$ cat config.mk
export PLATFORM = sky130hd
export DESIGN_NAME = cp0
export DESIGN_NICKNAME = d
export VERILOG_FILES = /design/src/rtl/cp0_pkg.sv /design/src/rtl/cp0.sv
export SDC_FILE = /design/constraint.sdc
export NUM_CORES = 1
export LEC_CHECK = 0
export BUFFER_PORTS_ARGS = -buffer_cell sky130_fd_sc_hd__buf_4
export CELL_PAD_IN_SITES_DETAIL_PLACEMENT = 1
export CELL_PAD_IN_SITES_GLOBAL_PLACEMENT = 2
export CORE_ASPECT_RATIO = 0.75
export CORE_UTILIZATION = 28
export DETAILED_ROUTE_END_ITERATION = 8
export HOLD_SLACK_MARGIN = 0.08
export PLACE_DENSITY_LB_ADDON = 0.1
export SYNTH_ARGS = -nofsm -noshare
export SYNTH_HDL_FRONTEND = slang
export SYNTH_SLANG_ARGS = --single-unit
$ cat constraint.sdc
create_clock -name clk -period 7.15 [get_ports clk]
set_input_delay 2.145 -clock clk [delete_from_list [all_inputs] [get_ports clk]]
set_output_delay 2.145 -clock clk [all_outputs]
set_load 0.005 [all_outputs]
$ cat src/rtl/cp0_pkg.sv
// cp0_pkg -- shared constants for the coprocessor-0 exception/interrupt unit.
//   Register numbers addressed by mfc0/mtc0, exception codes written into
//   Cause.ExcCode, and the bit-field positions of SR and Cause.
package cp0_pkg;

  // Register numbers
  localparam logic [4:0] REG_SR    = 5'd12;
  localparam logic [4:0] REG_CAUSE = 5'd13;
  localparam logic [4:0] REG_EPC   = 5'd14;
  localparam logic [4:0] REG_PRID  = 5'd15;

  // Exception codes
  localparam logic [4:0] EXC_INT     = 5'd0;
  localparam logic [4:0] EXC_ADEL    = 5'd4;
  localparam logic [4:0] EXC_ADES    = 5'd5;
  localparam logic [4:0] EXC_SYSCALL = 5'd8;
  localparam logic [4:0] EXC_RI      = 5'd10;
  localparam logic [4:0] EXC_OV      = 5'd12;

  // SR fields
  localparam int SR_IE    = 0;
  localparam int SR_EXL   = 1;
  localparam int SR_IM_LO = 10;
  localparam int SR_IM_HI = 15;

  // Cause fields
  localparam int CAUSE_EXC_LO = 2;
  localparam int CAUSE_EXC_HI = 6;
  localparam int CAUSE_IP_LO  = 10;
  localparam int CAUSE_IP_HI  = 15;
  localparam int CAUSE_BD     = 31;

endpackage

$ cat src/rtl/cp0.sv
// cp0 -- coprocessor-0 exception/interrupt unit, sits at the M stage.
//   Holds SR, Cause and EPC; raises req to flush the pipeline and redirect
//   fetch to the handler; serves mfc0 (A1/Dout), mtc0 (A2/Din/WE) and eret
//   (EXLClr/EPCOut).
// Ports:
//   clk, reset     single clock, synchronous active-high reset
//   A1             mfc0 read register number
//   A2, Din, WE    mtc0 write register number, data, enable
//   VPC, BDIn      victim PC and branch-delay-slot flag of the M instruction
//   ExcCodeIn      synchronous exception code (0 = none)
//   HWInt          interrupt lines: [0] tc0, [1] tc1, [2] external
//   EXLClr         eret in M
//   Dout           read data for A1 (combinational, no forwarding)
//   EPCOut         current EPC, the eret target
//   Req            take exception/interrupt this cycle
// Configuration macro: CP0_PRID_EN -- when defined, register 15 reads
//   PRID_VALUE; otherwise it reads 0 like any unimplemented number.
module cp0
  import cp0_pkg::*;
#(
  parameter logic [31:0] PRID_VALUE = 32'h0000_4D49
) (
  input  logic        clk,
  input  logic        reset,
  input  logic [4:0]  A1,
  input  logic [4:0]  A2,
  input  logic [31:0] Din,
  input  logic        WE,
  input  logic [31:0] VPC,
  input  logic        BDIn,
  input  logic [4:0]  ExcCodeIn,
  input  logic [5:0]  HWInt,
  input  logic        EXLClr,
  output logic [31:0] Dout,
  output logic [31:0] EPCOut,
  output logic        Req
);

  // Architectural state
  logic [5:0]  im;
  logic        exl;
  logic        ie;
  logic        bd;
  logic [5:0]  ip;
  logic [4:0]  exc_code;
  logic [31:0] epc;

  logic        int_req;
  logic        exc_req;
  logic [31:0] sr_word;
  logic [31:0] cause_word;

  // EXL masks both sources, so a handler can never be re-entered.
  assign int_req = (|(HWInt & im)) & ie & ~exl;
  assign exc_req = (ExcCodeIn != EXC_INT) & ~exl;
  assign Req     = int_req | exc_req;

  always_comb begin
    sr_word                      = '0;
    sr_word[SR_IM_HI:SR_IM_LO]   = im;
    sr_word[SR_EXL]              = exl;
    sr_word[SR_IE]               = ie;
  end

  always_comb begin
    cause_word                            = '0;
    cause_word[CAUSE_BD]                  = bd;
    cause_word[CAUSE_IP_HI:CAUSE_IP_LO]   = ip;
    cause_word[CAUSE_EXC_HI:CAUSE_EXC_LO] = exc_code;
  end

`ifndef CP0_PRID_EN
  // PRID_VALUE is only consumed when the PRId register is compiled in.
  logic unused_prid;
  assign unused_prid = ^PRID_VALUE;
`endif

  always_comb begin
    Dout = '0;
    case (A1)
      REG_SR:    Dout = sr_word;
      REG_CAUSE: Dout = cause_word;
      REG_EPC:   Dout = epc;
`ifdef CP0_PRID_EN
      REG_PRID:  Dout = PRID_VALUE;
`endif
      default:   Dout = '0;
    endcase
  end

  assign EPCOut = epc;

  always_ff @(posedge clk) begin
    if (reset) begin
      im       <= '0;
      exl      <= 1'b0;
      ie       <= 1'b0;
      bd       <= 1'b0;
      ip       <= '0;
      exc_code <= '0;
      epc      <= '0;
    end else begin
      ip <= HWInt;
      if (Req) begin
        // The M instruction is flushed, so any concurrent mtc0 or eret is dropped.
        exl      <= 1'b1;
        exc_code <= int_req ? EXC_INT : ExcCodeIn;
        bd       <= BDIn;
        epc      <= BDIn ? (VPC - 32'd4) : VPC;
      end else begin
        if (EXLClr) begin
          exl <= 1'b0;
        end
        if (WE) begin
          case (A2)
            REG_SR: begin
              im  <= Din[SR_IM_HI:SR_IM_LO];
              exl <= Din[SR_EXL];
              ie  <= Din[SR_IE];
            end
            REG_EPC: epc <= Din;
            default: ;
          endcase
        end
      end
    end
  end

endmodule

==> impl_metrics.ini, run 1 <==
[clocking]
cts_max_level = 2
post-cts-setup-buffer-count = 0
cts_tree = built
cts.sinks = 52
cts_buffers = 5
clockBufferDepth = 2
cts-hold-fix-buffers = 0
insertion_delay_ps = 300
clkTransAtPathRegs_ps = 80
cts_resized = 0
clock-root-buffer = clkbuf_16

[worst_setup_path]
cp_top_family = buffers and inverters
crit_fanout = 25
slowest_delay_ps = 430
critical_path_class = primary input to output port
crit_chain = buf_4, a22o_1, o311a_1, nor2_2, inv_2, buf_4
slowest_stage = nor2_2
critPathBufInv = 3
crit_arrival_ps = 3920
startpoint_type = primary input
critPathRequiredTime_ps = 5010
critPathCaptureType = output port
cp_common_cell = buf_4

[global_routing]
grt_pass1_vias = 3846
overflow = 0
track_usage = 0.214
antenna_found_initial = 0
grt_pass1_wl_um = 22300
grt_max_degree = 51

[timing]
setup_tns_ps = 0
tightest_slew_ps = 1050
fin_crit_ps = 6070
rsz0062_at_grt = no
clock_skew_ps = 12.6
setup_ws_ps = 1080
min_period_over_period = 0.849
hold_ws_ps = 493
finalSetupViolCount = 0
max_slew_margin = 0.285
hold_viol_final = 0
max_freq_mhz = 165
slew_violations = 0

[placement]
place_congestion = 0.817
hpwl_um = 11100
io_buffer_count = 154
dp_cells = 735
pre_cts_slack_ps = 1130

[synth]
synth_ff_type = dfxtp_1
synthMostInstantiatedCell = dfxtp_1
synth_area_um2 = 3630
synth_top_area_frac = 0.287
synthTopCellsByArea = dfxtp_1, a31oi_1, mux2i_1
async_flop_share = 0
synth_area_per_cell_um2 = 8.02
synth_common_cells = dfxtp_1, clkbuf_1, a31oi_1
yosysUniqueCellTypes = 49
synth_cells = 452
synth_edf_count = 0
syn-num-nets = 543
yosys_register_bits = 52
ys_warn_count = 0
yosysTopAreaCell = dfxtp_1
synth.yosys.seq_area_share = 0.287

[min_path]
hp-class = flop to flop

[floorplan]
die_w_um = 133
die_area_um2 = 13400
die_h_um = 101
coreArea_um2 = 12400
start_util = 0.292
placementRows = 35
io-pin-count = 155

[detailed_routing]
drtIter0Drc = 240
wl_um = 14900
drcViolationCount = 0
vias = 4077
wl_per_cell_um = 20.0
vias_per_cell = 5.49
ant_nets = 0
drt_pre_antenna_iters = 4

[finish]
diodes = 0
nets = 667
drive_gt1_frac = 0.326
seq_area_um2 = 1040
areaGrowthSynthToFinish_pct = 39.0
final_cells = 743
nFillCells = 1519
multiInputGateArea_um2 = 2340

[power]
leakage_nw = 2.09
power.density_nw_per_um2 = 154
ir_drop_mv = 0.0858

[run_status]
status = complete, no violations

[run]
max_cap_viol_count = 0
[per-stage QoR]
step,utilization,area (µm²),power (mW)
CTS,0.405,5040,0.781
detailed placement,0.393,4890,0.526
global route,0.405,5040,0.809
global placement,0.393,4890,0.522
floorplan,-,3630,0.415
finish,0.405,5040,0.776
[per-layer routing]
| metal | share of wire | global-route usage | wire length [µm] |
|---|---|---|---|
| met1 | 0.54 | 0.341 | 8040 |
| met2 | 0.40 | 0.299 | 5940 |
| met3 | 0.052 | 0.0347 | 774 |
| met4 | 0.0070 | 0.0315 | 104 |
| met5 | 0 | 0 | 0 |
[registers in the layout, summed over array words and instances (netlist names)]
signal    cells
ie            1
bd            1
exc_code      5
im            6
EPCOut       32
exl           1
ip            6
[cell usage in the layout (no fill, tap or decap), types with 3 or more instances in the layout]
cell type	n
buf_4	159
dfxtp_1	52
a31oi_1	39
inv_1	29
nand2_1	25
and4_1	24
mux2i_1	22
and2_1	19
a211oi_1	19
o41ai_1	18
or3_1	15
nor2_1	14
nor4_1	13
o21ai_0	12
a22o_1	11
o31ai_1	11
or4_1	10
nand3_1	8
a21oi_1	7
nor2b_1	6
xor2_1	5
or3b_2	5
clkbuf_16	5
nor3_1	4
nand4_1	4
a311oi_1	3
xnor2_1	3
[cell families (layout without fill, tap and decap cells)]
group,after synthesis,count (layout),synth area share
compound gates,129,129,0.255
xor+xnor,8,8,0.0193
fa+ha+maj,1,1,0.00345
buf+inv,72,197,0.0759
flops,52,52,0.287
mux,22,22,0.0607
simple gates,168,168,0.299
[cell type report]
cell class                      instances  share of cell area
Multi-Input combinational cell        328               0.463
Timing Repair Buffer                  159               0.237
Sequential cell                        52               0.207
Tap cell                              166              0.0412
Clock buffer                            5              0.0248
Inverter                               30              0.0223
Clock inverter                          3             0.00496
[worst reg2reg max path, cell delays in order (launching register included)]
cell and delay (ps):
dfxtp_1 570, inv_1 250, o311a_1 220, buf_4 270
o41ai_1 680, a31oi_1 200
[path summary, 6_finish.rpt]
kind	startpoint	endpoint	cells past startpoint	slack (ps)
worst min-delay path	im[1]	im[1]	2	490
worst max-delay path	HWInt[3]	Req	6	1080
worst min register to register	im[1]	im[1]	2	490
worst max register to register	exl	EPCOut[27]	5	4780
[where the power goes]
part	total (mW)	switching, mW	internal (mW)
sequential	0.331	0.0193	0.312
combinational	0.188	0.0964	0.0920
clock	0.256	0.123	0.133
total	0.776	0.239	0.536
Note: power is estimated with default switching activity, not from simulation.
==> run 2: changes to the inputs <==
--- a/config.mk
+++ b/config.mk
@@ -5,11 +5,12 @@
 export SDC_FILE = /design/constraint.sdc
 export NUM_CORES = 1
 export LEC_CHECK = 0
+export ABC_AREA = 1
 export BUFFER_PORTS_ARGS = -buffer_cell sky130_fd_sc_hd__buf_4
 export CELL_PAD_IN_SITES_DETAIL_PLACEMENT = 1
 export CELL_PAD_IN_SITES_GLOBAL_PLACEMENT = 2
 export CORE_ASPECT_RATIO = 0.75
-export CORE_UTILIZATION = 28
+export CORE_UTILIZATION = 24
 export DETAILED_ROUTE_END_ITERATION = 8
 export HOLD_SLACK_MARGIN = 0.08
 export PLACE_DENSITY_LB_ADDON = 0.1
==> constraint.sdc (replaced) <==
create_clock -name clk -period 5.75 [get_ports clk]
set_input_delay 1.725 -clock clk [delete_from_list [all_inputs] [get_ports clk]]
set_output_delay 1.725 -clock clk [all_outputs]
set_load 0.005 [all_outputs]
==> run 2 against run 1 <==
Critical path depth up 3; clock skew fell by 5.4 ps; count of clock-buffer cells in the layout stayed put; die area increased by 19%; sequential power rose by 23%; wire length increased by 2.7%; setup slack lost 280 ps; largest cell class unchanged; largest power group unchanged; highest routed layer unchanged.
==> impl_metrics.ini, run 2 <==
[synth]
synth.yosys.seq_area_share = 0.279
synth_edf_count = 0
synth_top_area_frac = 0.279
synth_area_per_cell_um2 = 6.18
syn-num-nets = 694
synth_cells = 603
synth_area_um2 = 3720
synthTopCellsByArea = dfxtp_1, nand2_1, nor2_1
yosysUniqueCellTypes = 45
yosys_register_bits = 52
synth_common_cells = nand2_1, nor2_1, inv_1
async_flop_share = 0
synth_ff_type = dfxtp_1
yosysTopAreaCell = dfxtp_1
ys_warn_count = 0
synthMostInstantiatedCell = nand2_1

[run]
max_cap_viol_count = 0

[clocking]
cts.sinks = 52
clockBufferDepth = 2
clock-root-buffer = clkbuf_16
cts_tree = built
post-cts-setup-buffer-count = 0
cts_max_level = 2
clkTransAtPathRegs_ps = 80
cts_buffers = 5
insertion_delay_ps = 290
cts-hold-fix-buffers = 0
cts_resized = 0

[detailed_routing]
drt_pre_antenna_iters = 4
wl_um = 15200
vias = 4248
vias_per_cell = 4.48
ant_nets = 0
drcViolationCount = 0
wl_per_cell_um = 16.1
drtIter0Drc = 221

[floorplan]
io-pin-count = 155
coreArea_um2 = 15200
die_w_um = 146
die_h_um = 110
start_util = 0.245
die_area_um2 = 16000
placementRows = 39

[global_routing]
grt_pass1_wl_um = 24000
track_usage = 0.193
antenna_found_initial = 0
overflow = 0
grt_max_degree = 53
grt_pass1_vias = 4328

[timing]
hold_ws_ps = 467
hold_viol_final = 0
min_period_over_period = 0.861
tightest_slew_ps = 738
setup_ws_ps = 797
fin_crit_ps = 4950
setup_tns_ps = 0
max_freq_mhz = 202
slew_violations = 0
finalSetupViolCount = 0
max_slew_margin = 0.508
rsz0062_at_grt = no
clock_skew_ps = 7.24

[run_status]
status = complete, no violations

[worst_setup_path]
slowest_stage = inv_1
cp_common_cell = buf_4
critPathCaptureType = output port
critPathRequiredTime_ps = 4030
slowest_delay_ps = 350
crit_chain = buf_4, nand2_1, nor2_1, and3_1, buf_4, inv_1, buf_4, o221ai_1, buf_4
crit_fanout = 14
crit_arrival_ps = 3230
startpoint_type = primary input
critical_path_class = primary input to output port

[placement]
hpwl_um = 12100
pre_cts_slack_ps = 780
io_buffer_count = 154
placed_cell_area_um2 = 4980
place_congestion = 0.821
dp_cells = 940

[finish]
most-common-layout-cells = nand2_1, buf_4, nor2_1
utilization = 0.338
areaGrowthSynthToFinish_pct = 37.6
nets = 833
layout_commonest_cell = nand2_1
largest_register_ffs = 32
diodes = 0
design_area_um2 = 5130
final_cells = 948
drive_gt1_frac = 0.279

[power]
power.density_nw_per_um2 = 187
ir_drop_mv = 0.178
power_mw = 0.956
leakage_nw = 2.40

[min_path]
hp-class = flop to flop
-- run 2: cell count changes after synthesis, moves of 15 or more --
cell / previous run / this run
nand2_1: 25 / 169
nor2_1: 14 / 101
inv_1: 29 / 79
a31oi_1: 39 / 2
clkbuf_1: 40 / 7
o21ai_0: 12 / 38
and4_1: 24 / 0
mux2i_1: 22 / 0
and2_1: 19 / 0
o41ai_1: 18 / 0
a211oi_1: 19 / 2
nand3_1: 8 / 23
or3_1: 15 / 0
-- run 2: cell type report --
class | count | area, µm²
Clock buffer | 5 | 125
Tap cell | 205 | 256
Clock inverter | 3 | 18.8
Multi-Input combinational cell | 446 | 2210
Fill cell | 1989 | 10000
Sequential cell | 52 | 1040
Inverter | 81 | 307
Timing Repair Buffer | 156 | 1170
-- run 2: power breakdown --
part / leakage, nW / total, mW / switching, mW / internal [mW]
logic: 1.90 / 0.242 / 0.133 / 0.109
registers: 0.431 / 0.407 / 0.0201 / 0.387
clock network: 0.0736 / 0.307 / 0.146 / 0.161
-- run 2: kinds of logic (layout without fill, tap and decap cells) --
logic type,Yosys count,count (layout),share of synthesized area
xor+xnor,13,13,0.0306
fa+ha+maj,1,1,0.00336
compound gates,93,93,0.153
buf+inv,105,245,0.128
simple gates,339,339,0.405
flops,52,52,0.279
-- run 2: per-layer routing --
layer	vias up	part of all wire	wire, µm	global-route usage
met2	98	0.43	6530	0.308
met5	-	0	0	0
li1	2169	-	-	-
met4	0	0.0072	110	0.0316
met3	6	0.046	701	0.0386
met1	1975	0.52	7900	0.272
-- run 2: worst paths after layout --
path | slack [ps] | start | endpoint | depth (start not counted)
worst max-delay path | 800 | A1[3] | Dout[12] | 9
worst min-delay path | 470 | exc_code[3] | exc_code[3] | 2
worst max register to register | 3770 | im[1] | im[5] | 10
worst min register to register | 470 | exc_code[3] | exc_code[3] | 2
-- run 2: critical path: cells and delay by family --
kind	cells	cell delay, ps
buffers and inverters	5	1110
and+or+nand+nor	3	260
AOI/OAI and AO/OA	1	130
